### src/rtl/fetch_pkg.sv
// Shared fetch-stage definitions: FSM encoding, bubble instruction and
// instruction-fetch exception codes.
package fetch_pkg;

  typedef enum logic [0:0] {
    ST_FETCH      = 1'b0,
    ST_FAULT_WAIT = 1'b1
  } fetch_state_e;

  localparam logic [31:0] NOP_INSTR              = 32'h0000_0013;
  localparam logic [3:0]  EXC_INSTR_MISALIGNED   = 4'd0;
  localparam logic [3:0]  EXC_INSTR_ACCESS_FAULT = 4'd1;

  typedef struct packed {
    logic        en;
    logic [3:0]  code;
    logic [63:0] val;
  } fetch_exc_t;

  function automatic logic pc_misaligned(input logic [63:0] pc);
    return pc[1:0] != 2'b00;
  endfunction

endpackage

### src/rtl/ifetch_ctrl_if.sv
// Fetch-stage bus bundle: instruction memory port, redirect port and the
// valid/ready output towards decode.
interface ifetch_ctrl_if;
  logic [63:0] imem_addr;
  logic [31:0] imem_instr;
  logic        imem_exc_en;
  logic [3:0]  imem_exc_code;
  logic [63:0] imem_exc_val;

  logic        redirect_valid;
  logic [63:0] redirect_pc;

  logic        out_valid;
  logic        out_ready;
  logic [63:0] out_pc;
  logic [31:0] out_instr;
  logic        out_exc_en;
  logic [3:0]  out_exc_code;
  logic [63:0] out_exc_val;
  logic [63:0] fetch_count;

  modport master (
    output imem_addr,
    input  imem_instr, imem_exc_en, imem_exc_code, imem_exc_val,
    input  redirect_valid, redirect_pc,
    output out_valid, out_pc, out_instr, out_exc_en, out_exc_code, out_exc_val,
    input  out_ready,
    output fetch_count
  );

  modport slave (
    input  imem_addr,
    output imem_instr, imem_exc_en, imem_exc_code, imem_exc_val,
    output redirect_valid, redirect_pc,
    input  out_valid, out_pc, out_instr, out_exc_en, out_exc_code, out_exc_val,
    output out_ready,
    input  fetch_count
  );
endinterface

### src/rtl/ifetch_ctrl.sv
// Instruction fetch controller: PC register, single-entry output stage to
// decode, fault hold-off until redirect, and a transfer counter.
module ifetch_ctrl #(
  parameter logic [63:0] RESET_PC  = 64'h0,
  parameter logic [31:0] NOP_INSTR = fetch_pkg::NOP_INSTR
) (
  input  logic          clk,
  input  logic          rst,
  ifetch_ctrl_if.master bus
);
  import fetch_pkg::*;

  fetch_state_e state_q, state_d;

  logic [63:0] pc_q;
  logic        out_valid_q;
  logic [63:0] out_pc_q;
  logic [31:0] out_instr_q;
  fetch_exc_t  out_exc_q;
  logic [63:0] fetch_count_q;

  logic       slot_free;
  logic       xfer;
  logic       capture;
  fetch_exc_t cap_exc;
  logic [31:0] cap_instr;

  // State register
  always_ff @(posedge clk) begin
    if (rst) state_q <= ST_FETCH;
    else     state_q <= state_d;
  end

  // Next-state logic
  always_comb begin
    state_d = state_q;
    if (bus.redirect_valid)          state_d = ST_FETCH;
    else if (capture && cap_exc.en)  state_d = ST_FAULT_WAIT;
  end

  // Output/control decode; misalignment outranks a memory fault
  always_comb begin
    slot_free = !out_valid_q || bus.out_ready;
    xfer      = out_valid_q && bus.out_ready;
    capture   = (state_q == ST_FETCH) && slot_free && !bus.redirect_valid;
    cap_exc   = '{en: bus.imem_exc_en, code: bus.imem_exc_code, val: bus.imem_exc_val};
    cap_instr = bus.imem_instr;
    if (pc_misaligned(pc_q)) begin
      cap_exc   = '{en: 1'b1, code: EXC_INSTR_MISALIGNED, val: pc_q};
      cap_instr = NOP_INSTR;
    end else if (bus.imem_exc_en) begin
      cap_instr = NOP_INSTR;
    end
  end

  // A transfer coincident with redirect still counts before the flush
  always_ff @(posedge clk) begin
    if (rst) begin
      pc_q          <= RESET_PC;
      out_valid_q   <= 1'b0;
      out_pc_q      <= '0;
      out_instr_q   <= NOP_INSTR;
      out_exc_q     <= '0;
      fetch_count_q <= '0;
    end else begin
      if (xfer) fetch_count_q <= fetch_count_q + 64'd1;
      if (bus.redirect_valid) begin
        pc_q         <= bus.redirect_pc;
        out_valid_q  <= 1'b0;
        out_exc_q.en <= 1'b0;
        out_instr_q  <= NOP_INSTR;
      end else if (capture) begin
        out_valid_q <= 1'b1;
        out_pc_q    <= pc_q;
        out_instr_q <= cap_instr;
        out_exc_q   <= cap_exc;
        if (!cap_exc.en) pc_q <= pc_q + 64'd4;
      end else if (xfer) begin
        out_valid_q <= 1'b0;
      end
    end
  end

  assign bus.imem_addr    = pc_q;
  assign bus.out_valid    = out_valid_q;
  assign bus.out_pc       = out_pc_q;
  assign bus.out_instr    = out_instr_q;
  assign bus.out_exc_en   = out_exc_q.en;
  assign bus.out_exc_code = out_exc_q.code;
  assign bus.out_exc_val  = out_exc_q.val;
  assign bus.fetch_count  = fetch_count_q;

endmodule

### src/flat_wrapper.sv
// flat-port wrapper written by rule: the top's interface ports become plain ports
module ifetch_ctrl_flat import fetch_pkg::*;
#(
  parameter logic [63:0] RESET_PC  = 64'h0,
  parameter logic [31:0] NOP_INSTR = fetch_pkg::NOP_INSTR
)
  (clk, rst, bus_imem_addr, bus_imem_instr, bus_imem_exc_en, bus_imem_exc_code, bus_imem_exc_val, bus_redirect_valid, bus_redirect_pc, bus_out_valid, bus_out_pc, bus_out_instr, bus_out_exc_en, bus_out_exc_code, bus_out_exc_val, bus_out_ready, bus_fetch_count);
  ifetch_ctrl_if bus_i ();
  input  logic clk;
  input  logic rst;
  output wire logic [$bits(bus_i.imem_addr)-1:0] bus_imem_addr;
  input wire logic [$bits(bus_i.imem_instr)-1:0] bus_imem_instr;
  input wire logic [$bits(bus_i.imem_exc_en)-1:0] bus_imem_exc_en;
  input wire logic [$bits(bus_i.imem_exc_code)-1:0] bus_imem_exc_code;
  input wire logic [$bits(bus_i.imem_exc_val)-1:0] bus_imem_exc_val;
  input wire logic [$bits(bus_i.redirect_valid)-1:0] bus_redirect_valid;
  input wire logic [$bits(bus_i.redirect_pc)-1:0] bus_redirect_pc;
  output wire logic [$bits(bus_i.out_valid)-1:0] bus_out_valid;
  output wire logic [$bits(bus_i.out_pc)-1:0] bus_out_pc;
  output wire logic [$bits(bus_i.out_instr)-1:0] bus_out_instr;
  output wire logic [$bits(bus_i.out_exc_en)-1:0] bus_out_exc_en;
  output wire logic [$bits(bus_i.out_exc_code)-1:0] bus_out_exc_code;
  output wire logic [$bits(bus_i.out_exc_val)-1:0] bus_out_exc_val;
  input wire logic [$bits(bus_i.out_ready)-1:0] bus_out_ready;
  output wire logic [$bits(bus_i.fetch_count)-1:0] bus_fetch_count;
  assign bus_imem_addr = bus_i.imem_addr;
  assign bus_i.imem_instr = bus_imem_instr;
  assign bus_i.imem_exc_en = bus_imem_exc_en;
  assign bus_i.imem_exc_code = bus_imem_exc_code;
  assign bus_i.imem_exc_val = bus_imem_exc_val;
  assign bus_i.redirect_valid = bus_redirect_valid;
  assign bus_i.redirect_pc = bus_redirect_pc;
  assign bus_out_valid = bus_i.out_valid;
  assign bus_out_pc = bus_i.out_pc;
  assign bus_out_instr = bus_i.out_instr;
  assign bus_out_exc_en = bus_i.out_exc_en;
  assign bus_out_exc_code = bus_i.out_exc_code;
  assign bus_out_exc_val = bus_i.out_exc_val;
  assign bus_i.out_ready = bus_out_ready;
  assign bus_fetch_count = bus_i.fetch_count;
  ifetch_ctrl #(.RESET_PC(RESET_PC), .NOP_INSTR(NOP_INSTR)) u_core (.clk(clk), .rst(rst), .bus(bus_i));
endmodule
### config.mk
export PLATFORM = sky130hd
export DESIGN_NAME = ifetch_ctrl_flat
export DESIGN_NICKNAME = d
export VERILOG_FILES = /design/src/rtl/fetch_pkg.sv /design/src/rtl/ifetch_ctrl_if.sv /design/src/rtl/ifetch_ctrl.sv /design/src/flat_wrapper.sv
export SDC_FILE = /design/constraint.sdc
export NUM_CORES = 1
export LEC_CHECK = 0
export CORE_AREA = 2 2 179 181
export DETAILED_ROUTE_END_ITERATION = 7
export DIE_AREA = 0 0 181 183
export GPL_ROUTABILITY_DRIVEN = 0
export GPL_TIMING_DRIVEN = 0
export MAX_ROUTING_LAYER = met4
export PLACE_DENSITY_LB_ADDON = 0.2
export SLEW_MARGIN = 25
export SYNTH_ARGS = -nofsm -noshare
export SYNTH_HDL_FRONTEND = slang
export SYNTH_SLANG_ARGS = --single-unit
### constraint.sdc
create_clock -name clk -period 2.66 [get_ports clk]
set_input_delay 0.532 -clock clk [delete_from_list [all_inputs] [get_ports clk]]
set_output_delay 0.532 -clock clk [all_outputs]
set_load 0.02 [all_outputs]
Word-level counts from Yosys, hierarchy flattened
Cells that the tools add are included.
Widths: inputs -> output; s select.
Operators by class
  $add $sub $neg: 2
  equality and inequality tests: 1
  muxes and demuxes: 8
  bitwise operators: 2
  reductions and logical operators: 13
Operators by type and width (count)
  $mux 64: 3
  $mux 69: 1
  $add 64x1->64 const B: 1
  $add 64x3->64 const B: 1
  $mux 32: 2
  $reduce_bool 2->1: 3
  $logic_and 1x1->1: 4
  $reduce_and 2->1: 2
  $logic_not 1->1: 2
  $mux 1: 2
  $ne 2x2->1 const B: 1
  $not 1->1: 2
  $reduce_or 2->1: 1
  $logic_or 1x1->1: 1
Storage, ports and cells
  register bits after elaboration: 295
  bits of input ports: 169
  output and inout port bits: 294
  logic and storage cells: 35

Logic depth before layout (Yosys ltp)
Gate-level depths: netlist of run 1.
  depth after elaboration: 6
  depth in mapped cells: 8
  gate-level depth less buffers: 6

Least setup slack after synthesis of run 1
OpenSTA, ideal clock, no wires.
  kind: register -> register
  start point: register u_core.pc_q[2] (netlist: u_core.bus.imem_addr[2])
  end point: register u_core.pc_q[60] (netlist: u_core.bus.imem_addr[60])
  setup time: 0.118 ns
  arrival: 2.349 ns
  required time: 2.542 ns
  path slack: 0.193 ns
  cell stages (with the launch flop): 7
  cells stage by stage: dfxtp_1 ha_1 or4b_4 nor3_4 nand4_1 or4_1 o2111a_1
On the way
  word-level cells in the longest chain between the ends: 4
Ends and longest elaborated chain
  start, declared: RTL line ifetch_ctrl.sv:15  | logic [63:0] pc_q;
  start signal, assigned: RTL line ifetch_ctrl.sv:68  | pc_q <= bus.redirect_pc;
  start signal, assigned: RTL line ifetch_ctrl.sv:77  | if (!cap_exc.en) pc_q <= pc_q + 64'd4;
  $add 64x3->64: RTL line ifetch_ctrl.sv:77
  $mux 64: RTL line ifetch_ctrl.sv:77
  $mux 64: RTL line ifetch_ctrl.sv:72  | end else if (capture) begin
  $mux 64: RTL line ifetch_ctrl.sv:67  | if (bus.redirect_valid) begin
No other way between the ends. The select of a mux whose other input is x is not followed.
A chain may end at the register's enable or synchronous reset.

Worst setup path in the final report of run 1
  start point: register u_core.pc_q[3] (netlist: u_core.bus.imem_addr[3])
  end point: register u_core.pc_q[38] (netlist: u_core.bus.imem_addr[38])
The elaborated chain is that of the path after synthesis.

==> summary.md, run 1 <==
| Metric | Value |
|---|---|
| Post-DR vias/cell | 5.62 |
| Vias in the first global route | 13708 |
| Via count | 14376 |
| Crit Path Category | reg -> reg |
| R2R Path End | u_core.bus.imem_addr[38] |
| Final min period | 2570 ps |
| List of most frequent post-synthesis cells | 295 x dfxtp_1, 261 x nand2_1, 208 x nor2_1 |
| CTS clock-pin slew for the worst setup and hold paths | 60 ps |
| CTS max path bufs | 3 |
| Status | completed |
| Worst min path class | reg -> reg |
| Startpoint Class | register |
| Num rows | 65 |
| R2r worst-path depth | 8 |
| CP max FO | 10 |
| Share of cells above drive strength 1 | under 10% |
| Syn Nets | about 1800 |
| Worst vdd ir | 0.450 mV |
| Final Slew Violations | 0 |
| Avg WL per Cell | 20.5 um |
| Achievable Freq | 0.389 GHz |
| Post-DP HPWL | 39600 um |
| Overall die width | 181 um |
| Total routed wirelength | 52400 um |
| # IOs | roughly 460 |
| Starting density of the core | between 40% and 50% |
| Slew headroom | 27.5% |
| # clock sinks | 295 |
| Number of I/O port buffers | 462 |
| CTS Buf Count | 35 |
| Gr usage total | 31.1% |
| Mux cell area share after synthesis | 0.154% |
| Sequential element share of the synthesized area | 45.4% |
| Max-Cap Viols | 0 |
| Post-Layout Cell Count | 2558 |
| Main flop type after synthesis | dfxtp_1 |
| Asr flop ratio synth | 0% |
| Hold Path Stages | 2 |
| Area Growth Syn to Fin | 50.2% |
| Worst path required time | 3050 ps |
| Gr ovfl total | 0 |
| Final #Nets | 2292 |
| Worst skew pair latency | 510 ps |
| Drc violations | 0 |
| Yosys top cell area share | 45.4% |
| H-tree lvl count | 2 |
| DRT antenna net count | 0 |
| Final worst path period share | 96.7% |
| CTS tree | done |
| Area leader, netlist | dfxtp_1 |
| Hold worst-path end | u_core.bus.out_pc[4] |
| Worst Tran Pin Value | between 1000 and 1500 ps |
| Synthesized cell area | approximately 0.013 sq mm |
| Count leader, synth | dfxtp_1 |
| CORE AREA | 0.0312 sq mm |
| Largest family of logic cells by synthesized area | simple AND/OR/NAND/NOR gates |
| Worst hold start | u_core.bus.out_pc[4] |
| Yosys cell types | 59 |
| First-pass GRT wire length | 78300 um |
| Root Buffer | clkbuf_16 |
| Leakage | 6.71 nW |
| Placed instance count | 2472 |
| Die Y | 183 um |
| Area contributors post-synth | dfxtp_1 45%, nand2_1 7.5%, nor2_1 6.0% |
| YS warnings | 0 |
| Simple-Gate Fraction of Synth Area | a little over a quarter |
| 1st-pass router iterations | 5 |
| Origin of the critical flop-to-flop path | u_core.bus.imem_addr[3] |
| Setup Viol. Count Final | 0 |
| FF+latch count, synth | between 200 and 300 |
| Initial antenna violation count | 12 |
| Crit path DAT | 2960 ps |
| Number of synthesized flops with an enable pin | 0 |
| Fill count | 2766 |
| DRT iter0 DRCs | 890 |
| R2r setup slk | between 80 and 90 ps |
| Syn avg cell area | approximately 8 sq um |
| Worst Skew | 18.9 ps |
| Synth Area in Adders | 0.192% |
| Post-Synthesis Cells | roughly 1600 |
| Fin. Hold Viols | 0 |
| Pin count of the biggest net entering global routing | 13 |
| Synth Area in XOR/XNOR | 4.65% |
| Pwr dens | ~580 mW/mm^2 |
| Element type at the critical path end | register |
| Die area | 0.0331 sq mm |
| Setup TNS | 0 ps |
| Synth Area in Compound Gates | a little under a fifth |
-- registers in the layout, indices dropped and copies added, names as in the netlist --
register and flops:
u_core.bus.fetch_count 64, u_core.bus.imem_addr 64, u_core.bus.out_exc_val 64, u_core.bus.out_pc 64
u_core.bus.out_instr 32, u_core.bus.out_exc_code 4, u_core.bus.out_exc_en 1, u_core.bus.out_valid 1
u_core.state_q 1
-- timing repair --
action	in CTS	in global routing
pin swaps	3	5
resized for setup	26	26
hold buffers	0	0
buffers inserted	9	7
setup endpoints to repair	215	143
-- final cells by class --
type | instances | area [sq um] | area share [%]
antenna | 13 | 32.5 | 0.166
buffer | 118 | 482 | 2.47
clock buffer | 49 | 988 | 5.06
clock inverter | 10 | 104 | 0.531
inverter | 17 | 63.8 | 0.327
multi-input combinational | 1175 | 6670 | 34.2
sequential | 295 | 5910 | 30.3
tap | 402 | 503 | 2.57
timing repair buffer | 479 | 4780 | 24.5
-- through the flow --
| step | total power [mW] | utilization [%] | setup WS [ps] | instance area [sq um] | hold slack, ps |
|---|---|---|---|---|---|
| after floorplan | 5.75 | - | 193 | 13000 | 530 |
| after global placement | 6.72 | 58.1 | -1950 | 18100 | 440 |
| after detailed placement | 6.76 | 58.1 | -1200 | 18200 | 448 |
| after CTS | 11.4 | 62.1 | 1.80 | 19400 | 456 |
| after global routing | 11.8 | 62.6 | -3.44 | 19500 | 472 |
| final | 11.4 | 62.6 | 87.8 | 19500 | 453 |
-- worst max-delay path, cell delays in order (launching register included) --
cell and delay [ps]:
dfxtp_2 410, ha_1 160, or4b_4 500, nor3_4 240, buf_12 140, nand3_2 160, buf_2 260, o31a_1 290
o311a_1 280
-- kinds of logic (layout without fill, tap and decap cells) --
group,after synthesis,in the layout
AOI/OAI and AO/OA,369,369
and+or+nand+nor,733,733
xor gates and xnor gates,69,69
buffers and inverters,137,673
DFF,295,295
adders and majority gates,2,2
other,0,13
muxes,2,2
-- worst max path at each step --
stage	from	end	slack [ps]	depth (start not counted)
floorplan	u_core.bus.imem_addr[2]	u_core.bus.imem_addr[60]	190	6
global placement	bus_out_ready	u_core.bus.out_pc[4]	-1950	8
detailed placement	bus_out_ready	u_core.bus.out_pc[38]	-1200	9
CTS	bus_out_ready	u_core.bus.fetch_count[50]	2	7
global route	u_core.bus.imem_addr[8]	u_core.bus.imem_addr[57]	-3	7
finish	u_core.bus.imem_addr[3]	u_core.bus.imem_addr[38]	90	8
-- placed cells by master, fill, tap and decap left out, types with 4 or more instances in the layout --
cell type,n
clkdlybuf4s50_1,462
dfxtp_1,292
nand2_1,260
nor2_1,204
clkbuf_1,98
a21oi_1,98
o21ai_0,93
a311oi_1,83
nand4_1,56
nand3_1,54
xor2_1,50
clkbuf_16,35
or3_1,30
a22oi_1,29
or4_1,21
and3_1,20
xnor2_1,19
a211oi_1,19
o31ai_1,19
inv_1,16
nor4_1,16
and4_1,15
buf_4,14
diode_2,13
clkbuf_2,13
and2_1,10
nor3_1,10
buf_2,9
clkinv_2,7
clkbuf_8,6
nor3_4,5
nand2b_1,5
nor2_2,4
nor4b_1,4
a2111oi_0,4
-- per-layer routing --
metal	share of wire [%]	wire length (um)	track usage, %
met2	48	25200	52.0
met3	8.2	4290	7.59
met4	3.8	2010	12.1
met1	40	20800	36.1
met5	0	0	-
-- report_power, final --
group,switching (mW),internal [mW]
sequential,0.232,4.64
combinational,1.00,0.827
clock,1.89,2.78
total,3.13,8.24
Power figures use the tool's default switching activity.
==> run 2, diff against run 1 <==
--- a/config.mk
+++ b/config.mk
@@ -8,6 +8,7 @@
 export CORE_AREA = 2 2 179 181
 export DETAILED_ROUTE_END_ITERATION = 7
 export DIE_AREA = 0 0 181 183
+export DONT_BUFFER_PORTS = 1
 export GPL_ROUTABILITY_DRIVEN = 0
 export GPL_TIMING_DRIVEN = 0
 export MAX_ROUTING_LAYER = met4
==> run 2 against run 1 <==
Compared with the run above: largest cell class unchanged; combinational power fell by 52%; non-clock buffer count down 458; critical endpoint unchanged; via count shrank 13%; cell area fell by 23%; clock power is 3% higher; hold slack lost 310 ps; critical path depth unchanged; first-iteration DRC count decreased by 11%; core utilization down 14 points; sequential cell count is the same; maximum frequency shrank 2.0%; wire length fell by 4.5%.
==> summary.md, run 2 (synthesis gave the netlist of run 1 again) <==
| Metric | Value |
|---|---|
| Status | completed |
| Total routed wirelength | 50000 um (-4.5%) |
| Max-Cap Viols | 0 (unchanged) |
| # IOs | 463 (unchanged) |
| Crit Path Category | reg -> reg |
| Number of I/O port buffers | 0 (-100%) |
| Worst hold start | bus_imem_instr[0] |
| Critical Path Max Stage Delay | 510 ps (about the same) |
| CTS max path bufs | 3 (unchanged) |
| CTS Buf Count | 34 (-2.9%) |
| Gr usage total | 29.6% (-1.5 points) |
| Crit-path cells | ha_1, or4b_4, nor3_4, buf_12, nand3_2, buf_6, o31a_1, o311a_1 |
| Pin count of the biggest net entering global routing | 14 (+1) |
| Leakage | 5.11 nW (-24%) |
| Worst Tran Pin Value | 939 ps (-149 ps) |
| DRT antenna net count | 0 (unchanged) |
| P_int | 7.83 mW (-5.0%) |
| Worst path required time | 3040 ps (about the same) |
| Startpoint Class | register |
| Min Hold Slack | 145 ps (-308 ps) |
| CORE AREA | 0.0312 sq mm (unchanged) |
| R2R Path End | u_core.bus.imem_addr[38] |
| Die area | 0.0331 sq mm (unchanged) |
| R2r setup slk | 40 ps (-50 ps) |
| Achievable Freq | 0.381 GHz (-2.0%) |
| Die Y | 183 um (unchanged) |
| Final min period | 2620 ps (+51.2 ps) |
| Drc violations | 0 (unchanged) |
| First-pass GRT wire length | 73700 um (-5.9%) |
| Area Growth Syn to Fin | 15.9% |
| Final #Nets | 1833 (-20%) |
| Post-DP HPWL | 37400 um (-5.7%) |
| Setup TNS | 0 ps (unchanged) |
| CTS tree | done |
| Worst min path class | in -> reg |
| Gr ovfl total | 0 (unchanged) |
| DRT iter0 DRCs | 791 (-11%) |
| Starting density of the core | 41.7% (unchanged) |
| Post-DR vias/cell | 5.99 (+6.5%) |
| Initial antenna violation count | 8 (-4) |
| RSZ-0062 raised after global routing | yes |
| Hold Path Stages | 2 (unchanged) |
| CP max FO | 10 (unchanged) |
| Gate power share | 8.1% (-8.0 points) |
| Pwr dens | 722 mW/mm^2 (+24%) |
| 1st-pass router iterations | 5 (unchanged) |
| Most common cell after layout, fill and taps aside | dfxtp_1 |
| Clk pwr share | 44.3% (+3.2 points) |
| Vias in the first global route | 12032 (-12%) |
| Via count | 12572 (-13%) |
| Overall die width | 181 um (unchanged) |
| Final Slew Violations | 0 (unchanged) |
| Register share of total power | 47.6% (+4.8 points) |
| Final worst path period share | 98.6% (+1.9 points) |
| H-tree lvl count | 2 (unchanged) |
| Worst skew pair latency | 510 ps (about the same) |
| Hold Buf Count CTS | 0 (unchanged) |
| Max stage delay cell, worst path | or4b_4 |
| Switching share of power | 28.1% (+0.55 points) |
| Worst Skew | 22.7 ps (+3.84 ps) |
| Setup Viol. Count Final | 0 (unchanged) |
| CTS clock-pin slew for the worst setup and hold paths | 60 ps (about the same) |
| Crit path DAT | 3010 ps (+50 ps) |
| Total power | 10.9 mW (-4.3%) |
| Most frequent cells in the layout | 275 x dfxtp_1, 260 x nand2_1, 205 x nor2_1 |
| Hold worst-path end | u_core.bus.out_instr[0] |
| # clock sinks | 295 (unchanged) |
| NetSw | 3.05 mW (-2.4%) |
| R2r worst-path depth | 8 (unchanged) |
| Num rows | 65 (unchanged) |
| Avg WL per Cell | 23.8 um (+16%) |
| Element type at the critical path end | register |
| Worst vdd ir | 0.429 mV (-4.7%) |
| Root Buffer | clkbuf_16 |
| Fill count | 3130 (+13%) |
| Origin of the critical flop-to-flop path | u_core.bus.imem_addr[2] |
| Slew headroom | 37.4% (+9.9 points) |
| Fin. Hold Viols | 0 (unchanged) |
| Share of cells above drive strength 1 | 9.31% (+3.6 points) |
## run 2: cell types whose count changed in the layout (fill, tap and decap cells not counted), sizes merged
| cell | delta |
|---|---|
| bufinv | +1 |
| diode | -2 |
| clkinv | +1 |
| clkdlybuf4s50 | -462 |
| buf | +3 |
| clkinvlp | +1 |
## run 2: final cells by class
type | instances | area [sq um] | area share, %
multi-input cells | 1175 | 6720 | 44.6
well taps | 402 | 503 | 3.34
repair buffers | 21 | 186 | 1.24
diodes | 11 | 27.5 | 0.183
flip-flops and latches | 295 | 5940 | 39.4
plain buffers | 118 | 494 | 3.28
inverters | 17 | 63.8 | 0.423
clock inverters | 13 | 146 | 0.971
clock buffers | 48 | 995 | 6.60
## run 2: worst max-delay path by stage
stage	startpoint	end	slack (ps)	cells after the start
5_1_grt	u_core.bus.imem_addr[30]	u_core.bus.imem_addr[57]	-90	6
3_5_place_dp	u_core.bus.out_valid	u_core.bus.out_pc[38]	-870	8
2_1_floorplan	u_core.bus.imem_addr[2]	u_core.bus.imem_addr[60]	190	6
4_1_cts	u_core.bus.imem_addr[2]	u_core.bus.imem_addr[38]	20	8
3_3_place_gp	u_core.bus.out_valid	u_core.bus.out_pc[4]	-1570	7
6_report	u_core.bus.imem_addr[2]	u_core.bus.imem_addr[38]	40	8
## run 2: worst max-delay path: cells and delay by family (launching register included)
kind	cells	cell delay [ps]
buf+inv	2	370
simple gates	3	920
fa+ha+maj	1	180
compound gates	2	570
flops	1	450
## run 2: power groups by stage
stage               Sequential [mW]  Clock [mW]  Combinational [mW]
floorplan                      5.15           0               0.601
global placement               5.27           0               0.829
detailed placement             5.27           0               0.850
CTS                            5.18        4.87               0.865
global route                   5.20        5.04               0.983
finish                         5.18        4.82               0.876
## run 2: routing by layer
metal  global-route usage, %  routed length [um]  vias up
met3                    9.17                4790      123
met2                    49.1               23800      552
met4                    12.0                2120        0
met1                    33.3               19300     5982
met5                       -                   0        -
li1                        -                   -     5915
## run 2: per-stage QoR
| step | setup slack, ps | instance area, sq um | util [%] | std cells |
|---|---|---|---|---|
| CTS | 20.5 | 14900 | 47.7 | 2083 |
| floorplan | 193 | 13000 | - | 1607 |
| detailed placement | -870 | 13500 | 43.3 | 2010 |
| global route | -89.8 | 15100 | 48.2 | 2097 |
| global placement | -1570 | 13500 | 43.3 | 2009 |
| finish | 36.6 | 15100 | 48.3 | 2100 |
## run 2: repair_timing
item                       4_1_cts  5_1_grt
buffers inserted                14        6
pin swaps                        4        5
gates resized for setup         41       50
setup endpoints to repair      243      142
==> run 3, diff against run 2 <==
--- a/config.mk
+++ b/config.mk
@@ -5,9 +5,9 @@
 export SDC_FILE = /design/constraint.sdc
 export NUM_CORES = 1
 export LEC_CHECK = 0
-export CORE_AREA = 2 2 179 181
+export CORE_AREA = 3 3 180 182
 export DETAILED_ROUTE_END_ITERATION = 7
-export DIE_AREA = 0 0 181 183
+export DIE_AREA = 0 0 183 185
 export DONT_BUFFER_PORTS = 1
 export GPL_ROUTABILITY_DRIVEN = 0
 export GPL_TIMING_DRIVEN = 0
==> run 3 against run 2 <==
Compared with the run above: via count fell by 0.34%; wire length rose by 1.0%; register-to-register slack barely moved; hold slack got worse by 3.8 ps; critical path depth fell by 3; clock skew fell by 7.1 ps; sequential cell count did not move; clock power barely moved; global-route usage fell by 0.56 points; critical path type unchanged.
==> summary.md, run 3 (synthesis gave the netlist of run 1 again) <==
| Metric | Value |
|---|---|
| Layout Cell Area excl Fill | 0.0151 sq mm (about the same) |
| Die area | 0.0339 sq mm (+2.2%) |
| Slew headroom | 40.2% (+2.8 points) |
| Pwr dens | 724 mW/mm^2 (+0.27%) |
| Post-Layout Cell Count | 2090 (-0.48%) |
| Worst Skew | 15.6 ps (-7.09 ps) |
| Area Growth Syn to Fin | 15.9% (about the same) |
| Vias in the first global route | 11952 (-0.66%) |
| CTS tree | done |
| Post-DR vias/cell | 5.99 (+0.13%) |
| Setup Viol. Count Final | 0 (unchanged) |
| Fin. Hold Viols | 0 (unchanged) |
| Status | completed |
| Min Hold Slack | 142 ps (-3.77 ps) |
| Gr ovfl total | 0 (unchanged) |
| Total routed wirelength | 50500 um (+1.0%) |
| Crit-path cells | or4b_4, nor4_1, nand2_1, o31a_1, nor3_1 |
| CORE AREA | 0.0307 sq mm (-1.5%) |
| # clock sinks | 295 (unchanged) |
| H-tree lvl count | 2 (unchanged) |
| Final Core Density | 49.0% (+0.77 points) |
| DRT iter0 DRCs | 700 (-12%) |
| Crit Path Category | reg -> reg |
| Worst Tran Pin Value | 897 ps (-41.9 ps) |
| Most frequent cells in the layout | 273 x dfxtp_1, 260 x nand2_1, 206 x nor2_1 |
| Via count | 12529 (-0.34%) |
| Die Y | 185 um (+1.1%) |
| Initial antenna violation count | 5 (-3) |
| WP buf/inv | 0 (-2) |
| Most common cell after layout, fill and taps aside | dfxtp_1 |
| CP max FO | 8 (-2) |
| CTS Buf Count | 34 (unchanged) |
| RSZ-0062 raised after global routing | yes |
| Overall die width | 183 um (+1.1%) |
| Final min period | 2610 ps (-10.7 ps) |
| Post-DP HPWL | 38100 um (+1.9%) |
| Num rows | 64 (-1.5%) |
| Placed instance count | 2004 (-0.30%) |
| Gr usage total | 29.0% (-0.56 points) |
| Hold Buf Count CTS | 0 (unchanged) |
| Max-Cap Viols | 0 (unchanged) |
| Critical Path Max Stage Delay | 720 ps (+210 ps) |
| CTS clock-pin slew for the worst setup and hold paths | 60 ps (about the same) |
| Final Slew Violations | 0 (unchanged) |
| Element type at the critical path end | register |
| Leakage | 5.08 nW (-0.67%) |
| Setup TNS | 0 ps (unchanged) |
| DRT antenna net count | 0 (unchanged) |
| Startpoint Class | register |
| Worst path required time | 3100 ps (+60 ps) |
| Number of I/O port buffers | 0 (unchanged) |
| Worst vdd ir | 0.376 mV (-12%) |
| Pin count of the biggest net entering global routing | 13 (-1) |
| CTS max path bufs | 3 (unchanged) |
| Avg WL per Cell | 24.2 um (+1.5%) |
| # IOs | 463 (unchanged) |
| Worst min path class | in -> reg |
| 1st-pass router iterations | 5 (unchanged) |
| Top cell family by delay on the critical path | simple AND/OR/NAND/NOR gates |
| First-pass GRT wire length | 74000 um (+0.37%) |
| Crit path DAT | 3050 ps (+40 ps) |
| Final worst path period share | 98.2% (-0.40 points) |
| Drc violations | 0 (unchanged) |
| Worst skew pair latency | 510 ps (about the same) |
| Max stage delay cell, worst path | nor4_1 |
| Final #Nets | 1835 (+0.11%) |
| Starting density of the core | 42.3% (+0.65 points) |
| Achievable Freq | 0.383 GHz (+0.41%) |
| Area after DPL | 0.0135 sq mm (about the same) |
| Share of cells above drive strength 1 | 9.18% (-0.13 points) |
| Root Buffer | clkbuf_16 |
-- run 3: report_power, final --
group          leakage, nW  switching [mW]  internal (mW)  total (mW)
logic                 2.09           0.591          0.284       0.874
registers             2.42           0.547           4.64        5.19
clock network        0.568            1.93           2.92        4.85
-- run 3: per-layer routing --
metal	global-route usage [%]	share of wire (%)	up-vias	routed length [um]
li1	-	-	5916	-
met1	32.7	38	5978	19200
met2	49.2	49	544	24600
met3	9.64	10	91	5140
met4	8.81	3.1	0	1550
met5	-	0	-	0
-- run 3: stage by stage --
step           setup WS, ps  total power [mW]
6_report               47.4              10.9
4_1_cts                4.91              11.0
5_1_grt               -68.5              11.3
2_1_floorplan           193              5.75
3_3_place_gp          -1500              6.11
3_5_place_dp           -794              6.13
-- run 3: worst paths after layout --
kind / start / endpoint / slack [ps] / cells past startpoint
worst max register to register: u_core.bus.imem_addr[0] / u_core.bus.imem_addr[50] / 50 / 5
worst min-delay path: bus_imem_instr[4] / u_core.bus.out_instr[4] / 140 / 2
worst max-delay path: u_core.bus.imem_addr[0] / u_core.bus.imem_addr[50] / 50 / 5
worst min register to register: u_core.bus.out_pc[35] / u_core.bus.out_pc[35] / 560 / 2
-- run 3: cell type report --
cell class / instances / area (sq um)
fillers: 3034 / 15700
multi-input cells: 1175 / 6710
flip-flops and latches: 295 / 5940
clock buffers: 52 / 1050
well taps: 396 / 495
plain buffers: 118 / 493
repair buffers: 23 / 214
clock inverters: 9 / 97.6
inverters: 17 / 63.8
diodes: 5 / 12.5
-- run 3: what timing repair did --
action / in CTS / in global routing
buffers inserted: 14 / 8
gates resized for setup: 37 / 49
pin swaps: 4 / 6
setup endpoints to repair: 243 / 144
